`src/rtl/jtcps1_bank_server.sv`:
```
// Responder for the CPS1 four-bank SDRAM request interface.
// It grants one bank at a time in round-robin order onto a fixed-latency memory port and inserts periodic refresh slots.
module jtcps1_bank_server #(
  parameter int AW         = 22,
  parameter int RD_LAT     = 2,
  parameter int REF_PERIOD = 768,
  parameter int REF_LEN    = 4
) (
  input  logic          clk,
  input  logic          rst,
  input  logic [AW-1:0] ba0_addr,
  input  logic          ba0_rd,
  input  logic          ba0_wr,
  input  logic [15:0]   ba0_din,
  input  logic [1:0]    ba0_din_m,
  input  logic [AW-1:0] ba1_addr,
  input  logic [AW-1:0] ba2_addr,
  input  logic [AW-1:0] ba3_addr,
  input  logic          ba1_rd,
  input  logic          ba2_rd,
  input  logic          ba3_rd,
  output logic          ba0_ack,
  output logic          ba1_ack,
  output logic          ba2_ack,
  output logic          ba3_ack,
  output logic          ba0_rdy,
  output logic          ba1_rdy,
  output logic          ba2_rdy,
  output logic          ba3_rdy,
  output logic [31:0]   data_read,
  input  logic          refresh_en,
  output logic [AW+1:0] mem_addr,
  output logic          mem_rd,
  output logic          mem_wr,
  output logic [15:0]   mem_din,
  output logic [1:0]    mem_din_m,
  input  logic [31:0]   mem_dout
);

  typedef enum logic [1:0] {IDLE, RDWAIT, REFRESH} state_t;

  localparam int RCW = $clog2(REF_PERIOD);

  state_t          state;
  logic [RCW-1:0]  ref_cnt;
  logic            ref_pend;
  logic [7:0]      cnt;
  logic [1:0]      ptr;
  logic [1:0]      cur;
  logic            wr_ack;
  logic [3:0]      ack;
  logic [3:0]      rdy;

  logic [3:0]      req;
  logic            found;
  logic [1:0]      sel;
  logic [1:0]      cand;
  logic [AW-1:0]   sel_addr;
  logic            ref_hit;

  assign {ba3_ack, ba2_ack, ba1_ack, ba0_ack} = ack;
  assign {ba3_rdy, ba2_rdy, ba1_rdy, ba0_rdy} = rdy;

  assign req     = {ba3_rd, ba2_rd, ba1_rd, ba0_rd | ba0_wr};
  assign ref_hit = refresh_en && (ref_cnt == RCW'(REF_PERIOD - 1));

  // Search starts one past the last granted bank; the last granted bank is checked last.
  always_comb begin
    // NOTE: every always_comb output gets a default first so no path can infer a latch.
    found = 1'b0;
    sel   = ptr;
    cand  = ptr;
    for (int i = 1; i <= 4; i++) begin
      cand = ptr + 2'(i);
      if (!found && req[cand]) begin
        found = 1'b1;
        sel   = cand;
      end
    end
  end

  always_comb begin
    case (sel)
      2'd0:    sel_addr = ba0_addr;
      2'd1:    sel_addr = ba1_addr;
      2'd2:    sel_addr = ba2_addr;
      default: sel_addr = ba3_addr;
    endcase
  end

  // Refresh interval counter: it runs only while refresh is enabled.
  always_ff @(posedge clk or posedge rst) begin
    if (rst) begin
      // NOTE: state uses non-blocking assignments so every register samples pre-edge values.
      ref_cnt <= '0;
    end else if (!refresh_en) begin
      ref_cnt <= '0;
    end else if (ref_hit) begin
      ref_cnt <= '0;
    end else begin
      ref_cnt <= ref_cnt + RCW'(1);
    end
  end

  always_ff @(posedge clk or posedge rst) begin
    if (rst) begin
      state     <= IDLE;
      ref_pend  <= 1'b0;
      cnt       <= '0;
      ptr       <= 2'd0;
      cur       <= 2'd0;
      wr_ack    <= 1'b0;
      ack       <= '0;
      rdy       <= '0;
      mem_rd    <= 1'b0;
      mem_wr    <= 1'b0;
      mem_addr  <= '0;
      mem_din   <= '0;
      mem_din_m <= '0;
      data_read <= '0;
    end else begin
      ack    <= '0;
      rdy    <= '0;
      mem_rd <= 1'b0;
      mem_wr <= 1'b0;
      if (ref_hit) ref_pend <= 1'b1;
      case (state)
        IDLE: begin
          // The cycle after a write ack only issues the write rdy.
          if (wr_ack) begin
            rdy[0] <= 1'b1;
            wr_ack <= 1'b0;
          end else if (ref_pend || ref_hit) begin
            ref_pend <= 1'b0;
            cnt      <= '0;
            state    <= REFRESH;
          end else if (found) begin
            ack[sel]  <= 1'b1;
            ptr       <= sel;
            cur       <= sel;
            mem_addr  <= {sel, sel_addr};
            mem_din   <= ba0_din;
            mem_din_m <= ba0_din_m;
            if (sel == 2'd0 && ba0_wr) begin
              mem_wr <= 1'b1;
              wr_ack <= 1'b1;
            end else begin
              mem_rd <= 1'b1;
              cnt    <= '0;
              state  <= RDWAIT;
            end
          end
        end
        RDWAIT: begin
          if (cnt == 8'(RD_LAT)) begin
            data_read <= mem_dout;
            rdy[cur]  <= 1'b1;
            state     <= IDLE;
          end else begin
            cnt <= cnt + 8'd1;
          end
        end
        REFRESH: begin
          if (cnt == 8'(REF_LEN - 1)) state <= IDLE;
          else                        cnt   <= cnt + 8'd1;
        end
        default: state <= IDLE;
      endcase
    end
  end

endmodule
```
`config.mk`:
```
export PLATFORM = sky130hd
export DESIGN_NAME = jtcps1_bank_server
export DESIGN_NICKNAME = d
export VERILOG_FILES = /design/src/rtl/jtcps1_bank_server.sv
export SDC_FILE = /design/constraint.sdc
export NUM_CORES = 1
export LEC_CHECK = 0
export ABC_AREA = 1
export CORE_MARGIN = 3
export CORE_UTILIZATION = 47
export DETAILED_ROUTE_END_ITERATION = 7
export MAX_ROUTING_LAYER = met4
export PLACE_DENSITY = 0.91
export SLEW_MARGIN = 40
export SYNTH_ARGS = -nofsm -noshare
export SYNTH_HDL_FRONTEND = slang
export SYNTH_SLANG_ARGS = --single-unit
```
`constraint.sdc`:
```
create_clock -name clk -period 8.1 [get_ports clk]
set_input_delay 1.62 -clock clk [delete_from_list [all_inputs] [get_ports clk]]
set_output_delay 1.62 -clock clk [all_outputs]
set_load 0.02 [all_outputs]
```
==> impl_metrics.json, run 1 <==
{
  "die_w_um": 114,
  "crit_path_cell_trace": "clkdlybuf4s50_1, nor2_1, nand2_1, nand2_1, nand2_1, nand2_1, nand3_1, nand2_1, nand2_4, nor2_8, nand3_2, nand3_2, nand2_1, nand2_1",
  "cts_hold_buffers": 0,
  "powerDensity_nw_per_um2": 439,
  "fin_nets": 1030,
  "htreeDepth": 3,
  "total_leakage_power_nw": 3.74,
  "timing_worst_slew_pin_value_ns": 0.672,
  "cts.path.max_buffers": 2,
  "synth-seq-cells": 106,
  "yosysMostFrequentCell": "nand2_1",
  "cp-endpoint": "cnt[0]",
  "core_area_um2": 11100,
  "fillers": 854,
  "antenna_found_initial": 0,
  "seq_area_frac_synth_pct": 48.2,
  "slew_headroom_pct": 55.1,
  "drc": 0,
  "finalCritPeriodShare_pct": 50.2,
  "start_kind": "input pin",
  "post_cts_buffers": 0,
  "num_vias": 5213,
  "slew_violations": 0,
  "vias_per_cell": 5.12,
  "track_usage_pct": 23.3,
  "critPathSlowestCell": "clkdlybuf4s50_1",
  "critPathBufInv": 1,
  "clockRootBuffer": "clkbuf_16",
  "met1_usage_pct": 27.0,
  "wl_per_cell_um": 14.8,
  "ys_top_cells_by_count": "nand2_1, dfrtp_1, nand3_1",
  "drt_iter0_drc": 271,
  "die_area_um2": 13100,
  "top_usage_layer": "met2",
  "syn_area_um2": 5510,
  "synthesis.nets": 815,
  "grt_pass1_vias": 5031,
  "utilization_pct": 72.8,
  "finalSetupViolations": 0,
  "timing.fmax_mhz": 246,
  "cts_resized": 0,
  "clk_latency_ns": 0.34,
  "netlist.area_leader.share_pct": 48.2,
  "cts_tree": "yes",
  "slowest_delay_ns": 0.48,
  "clk_pin_slew_ns": 0.07,
  "timing.max_cap.violations": 0,
  "numCtsBuffers": 9,
  "skew_ns": 0.00951,
  "min_period_ns": 4.07,
  "row_count": 38,
  "cp.arrival_ns": 4.34,
  "syn2layout_area_growth_pct": 47.2,
  "cp_top_family": "simple AND/OR/NAND/NOR gates",
  "status": "complete, no violations",
  "worstSetupPathType": "in2reg",
  "cts.sinks": 106,
  "setup_tns_ns": 0,
  "gr-usage-met2_pct": 40.7,
  "use_met3_pct": 5.02,
  "io_pins": 230,
  "antenna_left": 0,
  "ys_types": 33,
  "min_path_type": "reg2reg",
  "grt_first_pass_wirelength_mm": 23.7,
  "critical_path_required_ns": 8.37,
  "synthCells": 658,
  "rsz0062_at_grt": "false",
  "synth.largest_area_cell": "dfrtp_1",
  "die_y_um": 114,
  "syn_area_per_cell_um2": 8.37,
  "cp-startpoint": "ba0_wr",
  "drive_above_1_share_pct": 8.88,
  "rrSetupSlack_ns": 4.85,
  "critPathMaxFanout": 49,
  "dr.pass1.iters": 5,
  "r2r-end": "cnt[0]",
  "ys.flop_type": "dfrtp_1",
  "async_flop_share_pct": 100,
  "start_util_pct": 49.5,
  "vdd_drop_max_mv": 0.287,
  "reg2regPathDepth": 13,
  "synth_warnings": 0,
  "finalWeightedCongestion": 0.932,
  "r2r-start": "mem_addr[22]",
  "antenna_cells": 0,
  "cpMostUsedCell": "nand2_1",
  "finalWirelength_mm": 15.1,
  "portBuffers": 229,
  "final-hold-violation-count": 0,
  "grt_max_degree": 65,
  "synth_area_leaders": "dfrtp_1, nand2_1, nand3_1, mux2_2, nor2_1",
  "cp.depth": 14,
  "synth_edf_count": 0,
  "grt_overflow_total": 0,
  "hpwl_mm": 11.2,
  "critPathCaptureType": "flop"
}
-- layer usage --
metal / part of all wire, % / up-vias
li1: - / 2544
met1: 39 / 2440
met2: 52 / 203
met3: 6.6 / 26
met4: 2.4 / 0
met5: 0 / -
-- logic make-up (layout without fill, tap and decap cells) --
| logic type | after synthesis | count (layout) | share of synthesized area [%] |
|---|---|---|---|
| buffers and inverters | 79 | 299 | 6.82 |
| AO/OA/AOI/OAI | 29 | 29 | 2.84 |
| XOR/XNOR | 8 | 8 | 1.27 |
| adder cells (fa/ha/maj) | 11 | 11 | 2.50 |
| multiplexers | 32 | 32 | 6.54 |
| AND/OR/NAND/NOR | 393 | 393 | 31.9 |
| flip-flops | 106 | 106 | 48.2 |
-- placed cells by master (no fill, tap or decap), types with 2 or more instances in the layout --
cell type,netlist,routed
a21oi_1,11,11
buf_4,2,2
clkbuf_16,0,9
clkdlybuf4s50_1,0,229
clkinv_2,0,2
dfrtp_1,106,106
ha_1,11,11
inv_1,47,46
inv_2,4,3
inv_4,1,3
mux2_2,32,32
nand2_1,179,179
nand2_2,5,5
nand2_4,2,2
nand3_1,93,93
nand3_2,5,5
nand4_1,12,12
nor2_1,76,76
nor3_1,6,6
nor3b_1,4,4
o21ai_0,7,7
o21ai_1,7,7
or2_2,6,6
xnor2_1,3,3
xor2_1,5,5
-- report_power, final --
group          internal [W]  total [W]  switching (W)
logic              0.000869    0.00226        0.00140
registers          0.000756   0.000880       0.000124
clock network      0.000219   0.000411       0.000191
-- worst min-delay path by stage --
stage / cells past startpoint / to / slack [ns] / startpoint
floorplan: 2 / cnt[6] / 0.46 / cnt[6]
global placement: 2 / mem_din[7] / 0.46 / mem_din[7]
detailed placement: 2 / mem_din[6] / 0.47 / mem_din[6]
CTS: 2 / mem_din[6] / 0.49 / mem_din[6]
global route: 2 / mem_din[7] / 0.52 / mem_din[7]
finish: 2 / mem_addr[16] / 0.49 / mem_addr[16]
-- through the flow --
stage          instance area, um^2  power, W  hold WS (ns)  cells  setup slack (ns)
2_1_floorplan                 5510   0.00246         0.457    658              3.69
3_3_place_gp                  7810   0.00310         0.462   1002              3.69
3_5_place_dp                  7820   0.00316         0.470   1002              3.74
4_1_cts                       8100   0.00358         0.487   1018              4.04
5_1_grt                       8100   0.00383         0.516   1018              3.82
6_report                      8100   0.00356         0.488   1018              4.03
-- worst register-to-register path, delay by kind of cell, from the launching register on --
kind / cells / cell delay [ns]
fa+ha+maj: 1 / 0.38
flops: 1 / 0.59
simple gates: 10 / 1.94
buf+inv: 2 / 0.27
-- area by class of cell --
type                    count  area [um^2]  area share [%]
clock buffers              11          243            3.00
inverters                  52          203            2.50
repair buffers            231         2310            28.5
multi-input cells         473         2490            30.7
flip-flops and latches    106         2650            32.7
clock inverters             5         37.5           0.463
well taps                 140          175            2.16
-- registers in the layout, summed over array words and instances, names as in the netlist --
signal,count
data_read,32
mem_addr,24
mem_din,16
ref_cnt,10
cnt,8
ack,4
rdy,4
mem_din_m,2
state,2
mem_rd,1
mem_wr,1
ref_pend,1
wr_ack,1
Power figures use the tool's default switching activity.
==> run 2, diff against run 1 <==
- CORE_UTILIZATION: 47 -> 39
- PLACE_DENSITY: 0.91 -> 0.81
- clock period: 8.1 -> 3.51 ns (I/O delays scaled with it)
==> run 2 against run 1 <==
Compared with the run above: clock power grew to 2.5 times the previous value; utilization fell by 12 points; hold slack lost 0.0072 ns; sequential power rose by 130%; flip-flop and latch count unchanged; highest routed layer unchanged; clock skew is 0.0022 ns lower; clock-buffer cell count is 1 higher.
==> impl_metrics.json, run 2 (same netlist as run 1, synthesis figures left out) <==
{
  "status": "complete, no violations",
  "cts_hold_buffers": 0,
  "mostFrequentLayoutCells": "clkdlybuf4s50_1, nand2_1, dfrtp_1",
  "skew_ns": 0.00730,
  "timing_worst_slew_pin_value_ns": 0.624,
  "finalWirelength_mm": 15.4,
  "final-hold-violation-count": 0,
  "antenna_left": 0,
  "portBuffers": 229,
  "slowest_delay_ns": 0.58,
  "grt_first_pass_wirelength_mm": 25.4,
  "cts.path.max_buffers": 2,
  "start_util_pct": 40.8,
  "min_path_type": "reg2reg",
  "final_common_cell": "clkdlybuf4s50_1",
  "numCtsBuffers": 9,
  "core_area_um2": 13500,
  "cpMostUsedCell": "nand2_1",
  "critPathMaxFanout": 19,
  "grt_overflow_total": 0,
  "drc": 0,
  "slew_headroom_pct": 58.2,
  "num_vias": 5175,
  "hpwl_mm": 11.5,
  "finalCritPeriodShare_pct": 80.7,
  "cts_resized": 0,
  "antenna_found_initial": 0,
  "post_cts_buffers": 0,
  "clockRootBuffer": "clkbuf_16",
  "timing.max_cap.violations": 0,
  "die_area_um2": 15600,
  "critPathCaptureType": "flop",
  "critPathSlowestCell": "dfrtp_1",
  "cp.arrival_ns": 3.11,
  "clk_latency_ns": 0.34,
  "worstSetupPathType": "reg2reg",
  "antenna_cells": 0,
  "die_w_um": 125,
  "die_y_um": 125,
  "drt_iter0_drc": 324,
  "drive_above_1_share_pct": 9.81,
  "place_area_um2": 7940,
  "total_leakage_power_nw": 3.79,
  "vias_per_cell": 4.87,
  "crit_path_cell_trace": "inv_4, ha_1, inv_1, nand3_2, nand2_1, nand3_1, nand2_1, nand2_4, nor2_8, nand3_2, nand3_2, nand2_1, nand2_1",
  "fin_nets": 1039,
  "critical_path_required_ns": 3.79,
  "io_pins": 230,
  "min_period_ns": 2.83,
  "slew_violations": 0,
  "wl_per_cell_um": 14.4,
  "clk_pin_slew_ns": 0.07,
  "timing.fmax_mhz": 353,
  "cts.sinks": 106,
  "rsz0062_at_grt": "false",
  "htreeDepth": 3,
  "largest_reg_flops": 32,
  "finalInstanceArea_um2": 8250,
  "finalWeightedCongestion": 0.860,
  "syn2layout_area_growth_pct": 49.7,
  "powerDensity_nw_per_um2": 1010,
  "grt_pass1_vias": 5180,
  "finalPower_w": 0.00836,
  "track_usage_pct": 20.4,
  "reg_top3": "data_read (32), mem_addr (24), mem_din (16)",
  "cts_tree": "yes",
  "setup_tns_ns": 0,
  "grt_max_degree": 49,
  "vdd_drop_max_mv": 0.720,
  "finalSetupViolations": 0,
  "start_kind": "flop",
  "row_count": 42,
  "dr.pass1.iters": 7,
  "largest-register": "data_read"
}
[run 2: worst paths after layout]
check                        startpoint             to  slack [ns]  depth (start not counted)
min                        mem_din_m[1]   mem_din_m[1]        0.48                          2
max                        mem_addr[22]         cnt[1]        0.68                         13
max in group asynchronous           rst   mem_addr[16]        2.03                          3
min in group asynchronous           rst  data_read[24]        0.78                          2
min reg2reg                mem_din_m[1]   mem_din_m[1]        0.48                          2
max reg2reg                mem_addr[22]         cnt[1]        0.68                         13
[run 2: routing by layer]
metal	track usage [%]	vias to the layer above	share of wire, %	routed length, um
li1	-	2571	-	-
met1	24.0	2409	41	6230
met2	35.2	175	52	7920
met3	4.16	20	5.9	907
met4	6.70	0	1.9	296
met5	-	-	0	0
[run 2: power breakdown]
group	switching, W	internal, W
Sequential	0.000278	0.00174
Clock	0.000440	0.000591
Combinational	0.00321	0.00210
[run 2: critical path: cells and delay by family, from the launching register on]
kind | cells | cell delay [ns]
simple gates | 10 | 1.54
flops | 1 | 0.58
fa+ha+maj | 1 | 0.38
buf+inv | 2 | 0.27
[run 2: per-stage QoR]
step | setup slack, ns | util (%) | cells | hold slack (ns)
2_1_floorplan | 0.0191 | - | 658 | 0.457
3_3_place_gp | 0.539 | 58.8 | 1047 | 0.462
3_5_place_dp | 0.477 | 58.8 | 1047 | 0.464
4_1_cts | 0.716 | 61.1 | 1063 | 0.483
5_1_grt | 0.370 | 61.1 | 1063 | 0.499
6_report | 0.679 | 61.1 | 1063 | 0.480
[run 2: final cells by class]
| class | count | area (um^2) |
|---|---|---|
| multi-input combinational | 473 | 2480 |
| tap | 176 | 220 |
| sequential | 106 | 2650 |
| fill | 1183 | 5260 |
| clock inverter | 4 | 50.0 |
| clock buffer | 12 | 256 |
| timing repair buffer | 240 | 2390 |
| inverter | 52 | 200 |
